## src/rtl/note_voice.sv

```systemverilog
// note_voice: one synthesizer voice. Latches a note/duration from the song
// reader, fetches its phase step from an external synchronous frequency ROM,
// then advances a phase accumulator on each sample request until the note's
// beats are used up.
module note_voice #(
  parameter int PHASE_WIDTH = 22,
  parameter int ADDR_WIDTH  = 10
) (
  input  logic                   clk,
  input  logic                   reset,
  input  logic                   play,
  input  logic                   load_new_note,
  input  logic [5:0]             note,
  input  logic [5:0]             duration,
  input  logic                   beat,
  input  logic                   generate_next_sample,
  input  logic [PHASE_WIDTH-1:0] step_size,
  output logic [5:0]             rom_note,
  output logic [ADDR_WIDTH-1:0]  sample_addr,
  output logic                   new_sample_ready,
  output logic                   voice_done
);

  typedef enum logic [1:0] {IDLE, LOOKUP, PLAYING} state_t;

  state_t                 state, state_next;
  logic [5:0]             note_reg;
  logic [5:0]             remaining;
  logic [PHASE_WIDTH-1:0] step_reg;
  logic [PHASE_WIDTH-1:0] phase_acc;
  // LOOKUP spans two cycles: the ROM registers rom_note on the first edge and
  // its data is valid for capture on the second.
  logic                   rom_wait;

  assign rom_note    = note_reg;
  assign sample_addr = phase_acc[PHASE_WIDTH-1 -: ADDR_WIDTH];
  assign voice_done  = (state == IDLE);

  // State register.
  always_ff @(posedge clk or posedge reset) begin
    if (reset) state <= IDLE;
    else       state <= state_next;
  end

  // Next-state logic: a load always wins; otherwise progress only while playing.
  always_comb begin
    state_next = state;
    if (load_new_note) begin
      state_next = LOOKUP;
    end else if (play) begin
      case (state)
        LOOKUP:  if (!rom_wait) state_next = (remaining == '0) ? IDLE : PLAYING;
        PLAYING: if (beat && remaining == 6'd1) state_next = IDLE;
        default: state_next = state;
      endcase
    end
  end

  // Datapath: note latch, step capture, beat countdown and phase accumulation.
  always_ff @(posedge clk or posedge reset) begin
    if (reset) begin
      note_reg         <= '0;
      remaining        <= '0;
      step_reg         <= '0;
      phase_acc        <= '0;
      new_sample_ready <= 1'b0;
      rom_wait         <= 1'b0;
    end else begin
      new_sample_ready <= 1'b0;
      if (load_new_note) begin
        note_reg  <= note;
        remaining <= duration;
        phase_acc <= '0;
        rom_wait  <= 1'b1;
      end else if (play) begin
        case (state)
          LOOKUP: begin
            if (rom_wait) rom_wait <= 1'b0;
            else          step_reg <= (note_reg == '0) ? '0 : step_size;
          end
          PLAYING: begin
            if (generate_next_sample) begin
              phase_acc        <= phase_acc + step_reg;
              new_sample_ready <= 1'b1;
            end
            if (beat) remaining <= remaining - 6'd1;
          end
          default: ;
        endcase
      end
    end
  end

endmodule

```

## config.mk

```make
export PLATFORM = sky130hd
export DESIGN_NAME = note_voice
export DESIGN_NICKNAME = d
export VERILOG_FILES = /design/src/rtl/note_voice.sv
export SDC_FILE = /design/constraint.sdc
export NUM_CORES = 1
export LEC_CHECK = 0
export CAP_MARGIN = 20
export CORE_MARGIN = 8
export CORE_UTILIZATION = 30
export DETAILED_ROUTE_END_ITERATION = 7
export PLACE_DENSITY = 0.55
export SYNTH_ARGS = -nofsm -noshare
export SYNTH_HDL_FRONTEND = slang
export SYNTH_SLANG_ARGS = --single-unit
```

## constraint.sdc

```tcl
create_clock -name clk -period 3.3 [get_ports clk]
set_clock_uncertainty 0.05 [all_clocks]
set_input_delay 0.495 -clock clk [delete_from_list [all_inputs] [get_ports clk]]
set_output_delay 0.495 -clock clk [all_outputs]
set_load 0.02 [all_outputs]
```

==> parameters.txt <==
Parameter                              Value

Run
  Number of max-cap violations    0

STA
  Final worst path period need    2.56 ns
  RSZ-0062 raised after global routing    false
  Headroom to the max-slew limit    47.2%
  Setup TNS    0 ns
  Hold Violations, Final    0
  Setup-failing EPs final    0
  Transition time at the pin with the least slew margin    0.790 ns
  Crit share post-route    77.5%
  Peak clock frequency supported by timing    391 MHz
  Number of slew-limit violations in the final report    0

Min path
  Hold wc startpoint    step_reg[9]
  Hold crit path type    reg2reg
  Cells on Worst Hold Path    2
  Hold worst-path end    step_reg[9]

Clock tree
  Clock tree sinks    60
  Number of buffers inserted during clock tree synthesis    9
  Number of setup buffers added after CTS    0
  Clock transition at the register clock pins on the worst setup and hold paths after CTS    0.05 ns
  Clock latency of the later-clocked register in the worst-skew pair    0.32 ns
  H-Tree Level Count    3
  Clock Tree Root    clkbuf_16
  CTS Buffer Depth    2
  Post-cts hold buffer count    0
  Post-cts repair resize count    0
  Clock tree from TritonCTS    built

Routing
  Wirelength per Cell    14.3 microns
  DRT Pass-1 Iters    4
  DRT antenna net count    0
  Number of violations reported at the end of detailed-routing iteration 0    201
  Final wirelength    9210 microns
  Vias post-DR    3,094
  DRC violation count after routing    0
  Avg Vias per Cell    4.82

Critical path
  Worst Setup Start Kind    flop
  CP required    3.46 ns
  Startpoint of the lowest-slack register-to-register path    phase_acc[14]
  Critical Path End Type    flop
  Delay of the slowest critical-path stage    0.44 ns
  Critical path peak fanout    12
  Arrival time reported for the critical path endpoint    2.71 ns
  Setup slack, reg-to-reg    0.74 ns
  Total buffers and inverters traversed by the critical path    0
  CP max stage cell    ha_1
  Worst reg2reg path depth    8
  Ordered cell list for the critical path    ha_1 -> a21oi_1 -> o21ai_1 -> a221o_1 -> a21o_1 -> a31oi_1 -> mux2i_1 -> mux2_1
  Crit path max-delay family    compound AO/OA/AOI/OAI gates
  Reg-to-reg endpoint    phase_acc[21]
  Worst setup path class    reg2reg

Logic synthesis
  Sequential area share after synthesis    40.4%
  Share of synthesized flip-flops with an asynchronous set or reset    100%
  Post-Syn Area per Cell    8.77 sq um
  Largest family of logic cells by synthesized area    compound AO/OA/AOI/OAI gates
  Synth warn    0
  Area fraction in compound gates after synthesis    19.5%
  Seq cells post-synth    60
  Adder-cell share of the synthesized area    8.62%
  Count of distinct cell types in the synthesized netlist    53
  Syn_nets    489
  Post-synthesis xor/xnor area fraction    4.01%
  Simple-gate share of the synthesized area    18.7%
  Mapped Cells    424
  Top FF cell, synth    dfrtp_1
  Summed instance area of the synthesized netlist    3720 sq um
  Multiplexer fraction of the synthesized cell area    3.23%
  Count of flip-flops with a built-in enable after synthesis    0

GRT
  GRT Overall Usage    12.1%
  First-pass GRT wire length    15,900 microns
  Total overflow reported by the global router    0
  Vias in the first global route    3,271
  Maximum number of pins on one net before global-route repair    61
  Antenna violations before repair    0

Layout
  Ratio of cells with drive above 1 in the final layout    7.81%
  Growth of design area from synthesis to finish    26.4%
  Final layout net count    534
  Inserted Diodes    0
  Fin area    4700 sq um

Die
  IO Pins    58
  Overall die area    16,200 sq um
  Number of placement rows    40
  Starting Density    30.8%
  DIE HEIGHT    127 microns
  Width of the die    127 microns
  Placeable core region    12,100 sq um

Power
  Leakage    2.15 nW
  Max rail drop VDD    0.224 mV
  Pwr per Cell Area    525 nW/um^2

Placement
  Global placer's final weighted congestion    0.860
  Number of buffer cells added on primary ports    57
  Post-DP HPWL    6760 microns
  Cell Area, Placed    4380 sq um

Run status
  Result of the run    complete, no violations
-- layer usage --
layer  routed length [microns]  GRT usage, %  vias to the layer above  share of wire (%)
met4                       165          4.83                        0                1.8
met3                       402          2.54                       13                4.4
met2                      4490          20.7                       58                 49
met1                      4150          14.6                     1452                 45
met5                         0             0                        -                  0
li1                          -             -                     1571                  -
-- worst min-delay path, cell delays in order (launching register included) --
cell and delay [ns]:
dfrtp_1 0.34, nand2_1 0.05, o21ai_0 0.06
-- cell usage in the layout, fill, tap and decap left out, types with 2 or more instances in the layout --
| cell type | Yosys | routed |
|---|---|---|
| o21ai_0 | 42 | 42 |
| or3_1 | 2 | 2 |
| xnor2_1 | 11 | 11 |
| o21a_1 | 3 | 3 |
| and3_1 | 5 | 5 |
| o211ai_1 | 3 | 3 |
| a311oi_1 | 2 | 2 |
| nor2_1 | 18 | 18 |
| buf_4 | 12 | 6 |
| nand3_1 | 11 | 11 |
| a31oi_1 | 6 | 6 |
| nor3_1 | 9 | 9 |
| a21oi_1 | 30 | 30 |
| a21o_1 | 9 | 9 |
| dfrtp_1 | 60 | 60 |
| nand2_1 | 89 | 89 |
| nor4_1 | 3 | 3 |
| o21bai_1 | 3 | 3 |
| a211oi_1 | 2 | 2 |
| or4_1 | 2 | 2 |
| and2_1 | 3 | 3 |
| clkinv_2 | 0 | 3 |
| bufinv_16 | 0 | 2 |
| inv_1 | 12 | 11 |
| o21ai_1 | 2 | 2 |
| clkbuf_16 | 0 | 9 |
| clkdlybuf4s50_1 | 0 | 57 |
| ha_1 | 24 | 24 |
| mux2i_1 | 3 | 3 |
| nand4_1 | 3 | 3 |
| xor2_1 | 6 | 6 |
| mux2_2 | 6 | 6 |
| nor2b_1 | 3 | 3 |
| mux2_1 | 2 | 2 |
-- how the worst max path moves through the flow --
stage,endpoint,startpoint,cells past startpoint,slack (ns)
after floorplan,phase_acc[21],step_reg[8],8,0.99
after global placement,phase_acc[21],phase_acc[14],8,0.80
after detailed placement,phase_acc[21],phase_acc[14],8,0.75
after CTS,phase_acc[21],phase_acc[14],8,0.75
after global routing,phase_acc[14],step_reg[0],10,0.49
final,phase_acc[21],phase_acc[14],8,0.74
-- synth_stat cells (2+ instances only) --
| cell | count | area share (%) |
|---|---|---|
| a211oi_1 | 2 | 0.40 |
| a21o_1 | 9 | 1.8 |
| a21oi_1 | 30 | 4.0 |
| a311oi_1 | 2 | 0.47 |
| a31oi_1 | 6 | 1.0 |
| and2_1 | 3 | 0.50 |
| and3_1 | 5 | 0.84 |
| buf_4 | 12 | 2.4 |
| clkbuf_1 | 16 | 1.6 |
| dfrtp_1 | 60 | 40 |
| ha_1 | 24 | 8.1 |
| inv_1 | 12 | 1.2 |
| mux2_1 | 2 | 0.61 |
| mux2_2 | 6 | 1.8 |
| mux2i_1 | 3 | 0.81 |
| nand2_1 | 89 | 9.0 |
| nand3_1 | 11 | 1.5 |
| nand4_1 | 3 | 0.50 |
| nor2_1 | 18 | 1.8 |
| nor2b_1 | 3 | 0.50 |
| nor3_1 | 9 | 1.2 |
| nor4_1 | 3 | 0.50 |
| o211ai_1 | 3 | 0.61 |
| o21a_1 | 3 | 0.61 |
| o21ai_0 | 42 | 5.7 |
| o21ai_1 | 2 | 0.27 |
| o21bai_1 | 3 | 0.61 |
| or3_1 | 2 | 0.34 |
| or4_1 | 2 | 0.40 |
| xnor2_1 | 11 | 2.6 |
| xor2_1 | 6 | 1.4 |
-- power breakdown --
part | internal, mW | switching [mW] | total (mW)
logic | 0.232 | 0.303 | 0.534
clock network | 0.677 | 0.333 | 1.01
registers | 0.846 | 0.0752 | 0.922
-- final cells by class --
type                       count  area (sq um)
fill                        1222          7360
multi-input combinational    323          2010
sequential                    60          1500
timing repair buffer          63           616
clock buffer                  11           243
tap                          168           210
clock inverter                 5          75.1
inverter                      12          45.0
-- metrics by stage --
stage               hold WS [ns]  total power [mW]  utilization, %  std cells  worst slack, ns
floorplan                  0.404              1.31               -        424            0.994
global placement           0.424              1.46            36.3        626            0.804
detailed placement         0.432              1.47            36.3        626            0.751
CTS                        0.443              2.50            39.0        642            0.747
global route               0.466              2.62            39.0        642            0.494
finish                     0.437              2.47            39.0        642            0.743
-- cells by family after synthesis --
kind of cell    after synthesis
simple gates                155
compound gates              115
flops                        60
buf+inv                      41
fa+ha+maj                    25
xor+xnor                     17
mux                          11
No activity file was read; power rests on OpenSTA's default activity.
